$ cat config.mk
export PLATFORM = sky130hd
export DESIGN_NAME = sync_gen
export DESIGN_NICKNAME = d
export VERILOG_FILES = /design/src/rtl/sync_gen.sv
export SDC_FILE = /design/constraint.sdc
export NUM_CORES = 1
export LEC_CHECK = 0
export BUFFER_PORTS_ARGS = -buffer_cell sky130_fd_sc_hd__buf_4
export CAP_MARGIN = 30
export CORE_ASPECT_RATIO = 1.4
export CORE_MARGIN = 1.5
export CORE_UTILIZATION = 45
export CTS_CLUSTER_DIAMETER = 120
export DETAILED_ROUTE_END_ITERATION = 12
export PLACE_DENSITY = 0.8
export SETUP_SLACK_MARGIN = 0.3
export SYNTH_ARGS = -nofsm -noshare
export SYNTH_HDL_FRONTEND = slang
export SYNTH_SLANG_ARGS = --single-unit
$ cat constraint.sdc
create_clock -name fbclk -period 2 [get_ports fbclk]
set_input_delay 0.1 -clock fbclk [delete_from_list [all_inputs] [get_ports fbclk]]
set_output_delay 0.1 -clock fbclk [all_outputs]
set_load 0.02 [all_outputs]
$ cat src/rtl/sync_gen.sv
// Video timing generator: free-running x/y raster counters with registered, aligned hs/vs/border.
// Optional frame status outputs (frame_start, frame_cnt) are built when SYNC_GEN_FRAME_STATUS_EN is defined.
module sync_gen #(
  parameter int unsigned H_ACTIVE = 640,
  parameter int unsigned H_FP     = 16,
  parameter int unsigned H_SYNC   = 96,
  parameter int unsigned H_BP     = 48,
  parameter int unsigned V_ACTIVE = 480,
  parameter int unsigned V_FP     = 10,
  parameter int unsigned V_SYNC   = 2,
  parameter int unsigned V_BP     = 33,
  parameter logic        HS_POL   = 1'b0,
  parameter logic        VS_POL   = 1'b0
) (
  input  logic        fbclk,
  input  logic        fbclk_rst_b,
  output logic        hs,
  output logic        vs,
  output logic [11:0] x,
  output logic [11:0] y,
  output logic        border
`ifdef SYNC_GEN_FRAME_STATUS_EN
  ,
  output logic        frame_start,
  output logic [15:0] frame_cnt
`endif
);

  localparam int unsigned H_TOTAL = H_ACTIVE + H_FP + H_SYNC + H_BP;
  localparam int unsigned V_TOTAL = V_ACTIVE + V_FP + V_SYNC + V_BP;

  // 13-bit constants so every decode compare is width-matched against {1'b0, counter}.
  localparam logic [11:0] H_LAST    = 12'(H_TOTAL - 1);
  localparam logic [11:0] V_LAST    = 12'(V_TOTAL - 1);
  localparam logic [12:0] H_ACT_W   = 13'(H_ACTIVE);
  localparam logic [12:0] V_ACT_W   = 13'(V_ACTIVE);
  localparam logic [12:0] HS_BEG_W  = 13'(H_ACTIVE + H_FP);
  localparam logic [12:0] HS_END_W  = 13'(H_ACTIVE + H_FP + H_SYNC);
  localparam logic [12:0] VS_BEG_W  = 13'(V_ACTIVE + V_FP);
  localparam logic [12:0] VS_END_W  = 13'(V_ACTIVE + V_FP + V_SYNC);

  if ((H_TOTAL > 4096) || (V_TOTAL > 4096) || (H_ACTIVE == 0) || (V_ACTIVE == 0) ||
      ((H_ACTIVE % 2) != 0)) begin : g_cfg_err
    $error("sync_gen: illegal timing parameters");
  end

  logic [11:0] x_q, x_d;
  logic [11:0] y_q, y_d;
  logic        hs_q, hs_d;
  logic        vs_q, vs_d;
  logic        border_q, border_d;
  logic        x_wrap_s;
  logic        y_wrap_s;

  // Next raster position and the decode of that position, so outputs land aligned with x/y.
  always_comb begin
    x_d      = x_q;
    y_d      = y_q;
    x_wrap_s = (x_q == H_LAST);
    y_wrap_s = (y_q == V_LAST);
    if (x_wrap_s) begin
      x_d = 12'd0;
      if (y_wrap_s) begin
        y_d = 12'd0;
      end else begin
        y_d = y_q + 12'd1;
      end
    end else begin
      x_d = x_q + 12'd1;
      y_d = y_q;
    end

    border_d = ~(({1'b0, x_d} < H_ACT_W) && ({1'b0, y_d} < V_ACT_W));

    if (({1'b0, x_d} >= HS_BEG_W) && ({1'b0, x_d} < HS_END_W)) begin
      hs_d = HS_POL;
    end else begin
      hs_d = ~HS_POL;
    end

    // vs covers whole lines, horizontal blanking included.
    if (({1'b0, y_d} >= VS_BEG_W) && ({1'b0, y_d} < VS_END_W)) begin
      vs_d = VS_POL;
    end else begin
      vs_d = ~VS_POL;
    end
  end

  // Raster counters and registered timing outputs; reset parks on pixel (0,0) with syncs inactive.
  always_ff @(posedge fbclk or negedge fbclk_rst_b) begin
    if (!fbclk_rst_b) begin
      x_q      <= 12'd0;
      y_q      <= 12'd0;
      hs_q     <= ~HS_POL;
      vs_q     <= ~VS_POL;
      border_q <= 1'b0;
    end else begin
      x_q      <= x_d;
      y_q      <= y_d;
      hs_q     <= hs_d;
      vs_q     <= vs_d;
      border_q <= border_d;
    end
  end

  assign x      = x_q;
  assign y      = y_q;
  assign hs     = hs_q;
  assign vs     = vs_q;
  assign border = border_q;

`ifdef SYNC_GEN_FRAME_STATUS_EN
  logic        frame_wrap_s;
  logic        frame_start_q, frame_start_d;
  logic [15:0] frame_cnt_q, frame_cnt_d;

  // Frame marker follows the (0,0) decode; the counter steps only on a real wrap, not on reset.
  always_comb begin
    frame_wrap_s  = x_wrap_s & y_wrap_s;
    frame_start_d = frame_wrap_s;
    if (frame_wrap_s) begin
      frame_cnt_d = frame_cnt_q + 16'd1;
    end else begin
      frame_cnt_d = frame_cnt_q;
    end
  end

  // Frame status registers; (0,0) is presented during reset, so frame_start resets high.
  always_ff @(posedge fbclk or negedge fbclk_rst_b) begin
    if (!fbclk_rst_b) begin
      frame_start_q <= 1'b1;
      frame_cnt_q   <= 16'd0;
    end else begin
      frame_start_q <= frame_start_d;
      frame_cnt_q   <= frame_cnt_d;
    end
  end

  assign frame_start = frame_start_q;
  assign frame_cnt   = frame_cnt_q;
`endif

endmodule

; Word-level counts from Yosys, hierarchy flattened
; Index checks and enable logic that the tools add are counted.
[op_classes]
n_addsub = 2
n_lt_le_gt_ge = 6
n_eq_ne = 2
n_mux = 5
bitwise_logic = 1
reduce_logical = 3
[op_table]
columns = operator, n
row1 = 12-bit two-way mux, 3
row2 = "12-bit by 1-bit adder with 12-bit output, second input constant", 2
row3 = "12-bit by 10-bit equality test with 1-bit output, second input constant", 2
row4 = "12-bit by 10-bit less-than comparator with 1-bit output, second input constant", 2
row5 = "12-bit by 9-bit less-than comparator with 1-bit output, second input constant", 2
row6 = "12-bit by 10-bit >= comparator with 1-bit output, second input constant", 1
row7 = "12-bit by 9-bit >= comparator with 1-bit output, second input constant", 1
row8 = 1-bit logical AND, 3
row9 = 1-bit two-way mux, 2
row10 = 1-bit inverter, 1
[word_totals]
ff_bits = 27

; Depth between registers and ports, before layout
[logic_depth]
word_depth = 6
ltp_mapped = 9
mapped_depth_nobuf = 8

; Worst setup path before layout
; No wires, ideal clock.
[synth_path]
path_kind = register to register
startpoint = register x_q[0], in the netlist x[0]
endpoint = register hs_q, in the netlist hs
setup_time_ns = 0.094
t_arrival_ns = 2.186
t_required_ns = 1.906
slack_ns = -0.280
path_stages_with_launch = 8
path_cell_list = dfrtp_1 ha_1 nand4_4 or3_4 nor4b_2 a211o_2 o21ai_1 or4_1
[synth_via]
elab_chain_len = 5
word_cells_on_any_way = 7
[synth_rtl]
columns = element, line_no
row1 = from (decl), 47  ; logic [11:0] x_q, x_d;
row2 = from (signal assigned), 92  ; x_q <= 12'd0;
row3 = from (signal assigned), 98  ; x_q <= x_d;
row4 = 12-bit by 1-bit adder with 12-bit output / 12-bit by 10-bit equality test with 1-bit output (equally long branches), "69, 59"
row5 = 12-bit two-way mux (*), 61  ; if (x_wrap_s) begin
row6 = 12-bit by 10-bit >= comparator with 1-bit output / 12-bit by 10-bit less-than comparator with 1-bit output (equally long branches), 75  ; if (({1'b0, x_d} >= HS_BEG_W) && ({1'b0, x_d} < HS_END_W)) begin
row7 = 1-bit logical AND (*), 75
row8 = 1-bit two-way mux (*), 75
row9 = via hs_d, 49  ; logic hs_q, hs_d;
row10 = to (signal assigned), 94  ; hs_q <= ~HS_POL;
row11 = to (signal assigned), 100  ; hs_q <= hs_d;
row12 = to (decl), 49
; Mark *: on every way through the listed nets, which the timed path passes. The rest lies on a longest branch.

; Worst setup path after layout
[layout_path]
startpoint = register x_q[11], in the netlist x[11]
endpoint = register border_q, in the netlist border
[layout_via]
elab_chain_len = 5
word_cells_on_any_way = 8
[layout_rtl]
columns = element, line_no
row1 = 12-bit by 10-bit equality test with 1-bit output, 59  ; x_wrap_s = (x_q == H_LAST);
row2 = 12-bit two-way mux, 61
row3 = via x_d[8], 47
row4 = 12-bit by 10-bit less-than comparator with 1-bit output, 73  ; border_d = ~(({1'b0, x_d} < H_ACT_W) && ({1'b0, y_d} < V_ACT_W));
row5 = 1-bit logical AND, 73
row6 = 1-bit inverter, 73
row7 = via border_d, 51  ; logic border_q, border_d;
row8 = to (signal assigned), 102  ; border_q <= border_d;
row9 = to (decl), 51
; The timed path passes the listed nets, and every way through them passes these cells.

==> impl_metrics.csv <==
group,metric,value,unit
synthesis,syn_area_per_cell,8.927,um2
clock_tree,cts.clk_slew.worst_paths,0.10,ns
synthesis,yosysWarningCount,0,
timing,max_freq,0.5012,GHz
clock_tree,clk_latency,0.28,ns
floorplan,die_h,74.68,um
critical_path,crit_type,"reg2reg",
synthesis,synth_top_cell_by_area,"dfrtp_1",
timing,slew_headroom,73.00,%
critical_path,worstPathMaxFanout,3,
timing,fin_crit_sh,99.75,%
pwr,pwr-share-clk,36.7,%
pwr,p_comb_share,1.5,%
floorplan,die_area,4048,um2
synthesis,synthCells,185,
pwr,intPower,691.3,uW
clock_tree,cts_num_sinks,27,
synthesis,synthTopCellsByArea,"dfrtp_1, xnor2_1, nor2_1, nand2_1, nand3_1",
timing,drv_slew,0,
placement,dp_cells,267,
outcome,status,"completed",
cells_and_area,fin_cells,286,
global_route,grt_pass1_vias,1545,
pwr,vdd_ir_drop_max,0.4170,mV
clock_tree,cts_max_path_buffers,2,
critical_path,startpoint_type,"flip-flop",
timing,fin_skew,0.004769,ns
floorplan,num_rows,25,
critical_path,cp.arrival,2.16,ns
placement,post-place-ws,-0.01301,ns
floorplan,start_util,48.00,%
placement,hpwl,2.918,mm
pwr,pwr_density_cell,357.4,nW/um2
critical_path,required,2.17,ns
route,drc,0,
floorplan,die_w,54.20,um
clock_tree,h-tree-depth,1,
route,dr_total_vias,1634,
job,cap_violations,0,
global_route,antenna_found_initial,0,
timing,worst_slack,0.004976,ns
floorplan,core,3441,um2
cells_and_area,antenna_cells,0,
timing,hold_violations,0,
synthesis,synthFlopType,"dfrtp_1",
clock_tree,cts_inserted_buffers,3,
placement,portBuffers,28,
synthesis,synth_nets,190,
clock_tree,cts-root-buf,"clkbuf_8",
cells_and_area,finalNetCount,252,
pwr,p_sw_share,21.76,%
floorplan,io_pins,29,
cells_and_area,synthToLayoutAreaGrowth,49.70,%
pwr,leakagePower,0.001086,uW
global_route,grt-ovfl-total,0,
timing,worst_slew_pin_slew,0.3948,ns
synthesis,synth.distinct_cells,50,
synthesis,synth_edf_count,0,
global_route,grt_pass1_wl,6.817,mm
synthesis,syn_area,1652,um2
route,drt_iter0_drc,52,
route,dr.pass1.iters,4,
timing,rsz0062_at_grt,"yes",
route,wl_per_cell,15.65,um
min_path,min_path_type,"in2async",
pwr,seq_power_share,61.8,%
clock_tree,cts_tree,"yes",
timing,setup-violations-final,0,
placement,gp_congestion,0.8749,
global_route,track_usage,22.91,%
route,totalWireLength,4.475,mm
cells_and_area,layout-drive-gt1-share,48.78,%
global_route,grt_max_degree,28,
pwr,p_sw,192.2,uW
timing,period_minus_slack,1.995,ns
synthesis,ys_async_sr_fraction,100.0,%
route,ant_nets,0,
critical_path,worst_setup_path_end_kind,"flip-flop",
synthesis,synth.ff_latch_count,27,
route,viasPerCell,5.713,
synthesis,yosysSeqAreaShare,41.06,%
synthesis,synth_top_area_share,37.88,%
registers in the layout, indices dropped and copies added (netlist names):
register / count
border: 1
y: 12
hs: 1
x: 12
vs: 1
per-layer routing:
metal | vias up | global-route usage [%] | share of wire [%]
li1 | 777 | - | -
met1 | 810 | 26.05 | 39
met2 | 41 | 42.84 | 57
met3 | 6 | 2.381 | 3.2
met4 | 0 | 8.056 | 1.5
met5 | - | 0 | 0
cell usage in the layout (no fill, tap or decap), drive strengths merged, types with 2 or more instances in the layout:
| master | instances |
|---|---|
| and3 | 3 |
| a211oi | 2 |
| o31ai | 3 |
| and4 | 2 |
| clkbuf | 4 |
| nand4 | 4 |
| or3 | 3 |
| buf | 67 |
| a21o | 2 |
| mux2 | 2 |
| ha | 3 |
| nand2 | 19 |
| nor2 | 20 |
| or2 | 3 |
| o21ai | 8 |
| a211o | 2 |
| xnor2 | 9 |
| dfstp | 2 |
| a21oi | 5 |
| nor3 | 5 |
| dfrtp | 25 |
| nand3 | 13 |
| xor2 | 7 |
| nand4b | 2 |
| inv | 6 |
| nor2b | 3 |
| and2 | 5 |
logic make-up after synthesis:
group	after synthesis	share of synthesized area (%)
buffers and inverters	17	4.091
muxes	2	1.364
DFF	27	41.06
AOI/OAI and AO/OA	32	13.26
xor gates and xnor gates	16	8.485
adders and majority gates	3	2.273
and+or+nand+nor	88	29.47
power by group through the flow:
stage / clock network [uW] / registers (uW) / logic, uW
CTS: 327 / 546 / 14.3
finish: 325 / 546 / 13.4
global route: 350 / 546 / 16.2
global placement: 0 / 556 / 12.5
floorplan: 0 / 556 / 0.000364
detailed placement: 0 / 556 / 12.9
through the flow:
| step | cell area (um2) | hold slack [ns] | TNS [ns] | power, uW | util [%] |
|---|---|---|---|---|---|
| after global routing | 2472 | 0.3213 | -0.1695 | 911.8 | 71.85 |
| final | 2472 | 0.2649 | 0 | 883.5 | 71.85 |
| after CTS | 2325 | 0.2764 | 0 | 886.6 | 67.56 |
| after detailed placement | 2100 | 0.03970 | -0.01301 | 569.1 | 61.02 |
| after floorplan | 1715 | -0.1956 | -0.1213 | 556.4 | - |
| after global placement | 2100 | 0.03380 | 0 | 568.7 | 61.02 |
cells in the mapped netlist (5+ instances only):
| library cell | n |
|---|---|
| a21oi_1 | 5 |
| nor3_1 | 5 |
| nand2_1 | 19 |
| nor2_1 | 20 |
| xnor2_1 | 9 |
| and2_1 | 5 |
| o21ai_0 | 7 |
| inv_1 | 6 |
| nand3_1 | 13 |
| dfrtp_1 | 25 |
| xor2_1 | 7 |
| clkbuf_1 | 6 |
worst max-delay path: stages, from the launching register on:
cell	delay, ns
dfrtp_2	0.41
or2_4	0.26
or2_4	0.27
a221o_1	0.33
o311ai_1	0.24
nand3b_1	0.11
a211o_1	0.28
final cells by class:
type | instances | area (um2)
repair buffers | 68 | 528.0
multi-input cells | 141 | 1137
fillers | 267 | 968.4
clock buffers | 4 | 45.04
inverters | 6 | 22.52
well taps | 40 | 50.05
flip-flops and latches | 27 | 689.4
repair_timing:
action	CTS	global route
endpoints found under the setup margin	16	16
setup buffers	9	5
pin swaps	11	5
gates resized for setup	25	24
hold endpoints to repair	25	0
hold buffers	1	0
final timing paths:
kind | slack, ns | cells past startpoint | end | from
max reg2reg | 0.005 | 6 | border | x[11]
min reg2reg | 0.56 | 1 | y[3] | y[3]
min in group fbclk | 0.56 | 1 | y[3] | y[3]
min | 0.26 | 2 | y[6] | fbclk_rst_b
max | 0.005 | 6 | border | x[11]
max in group asynchronous | 1.43 | 2 | hs | fbclk_rst_b
Note: power is estimated with default switching activity, not from simulation.
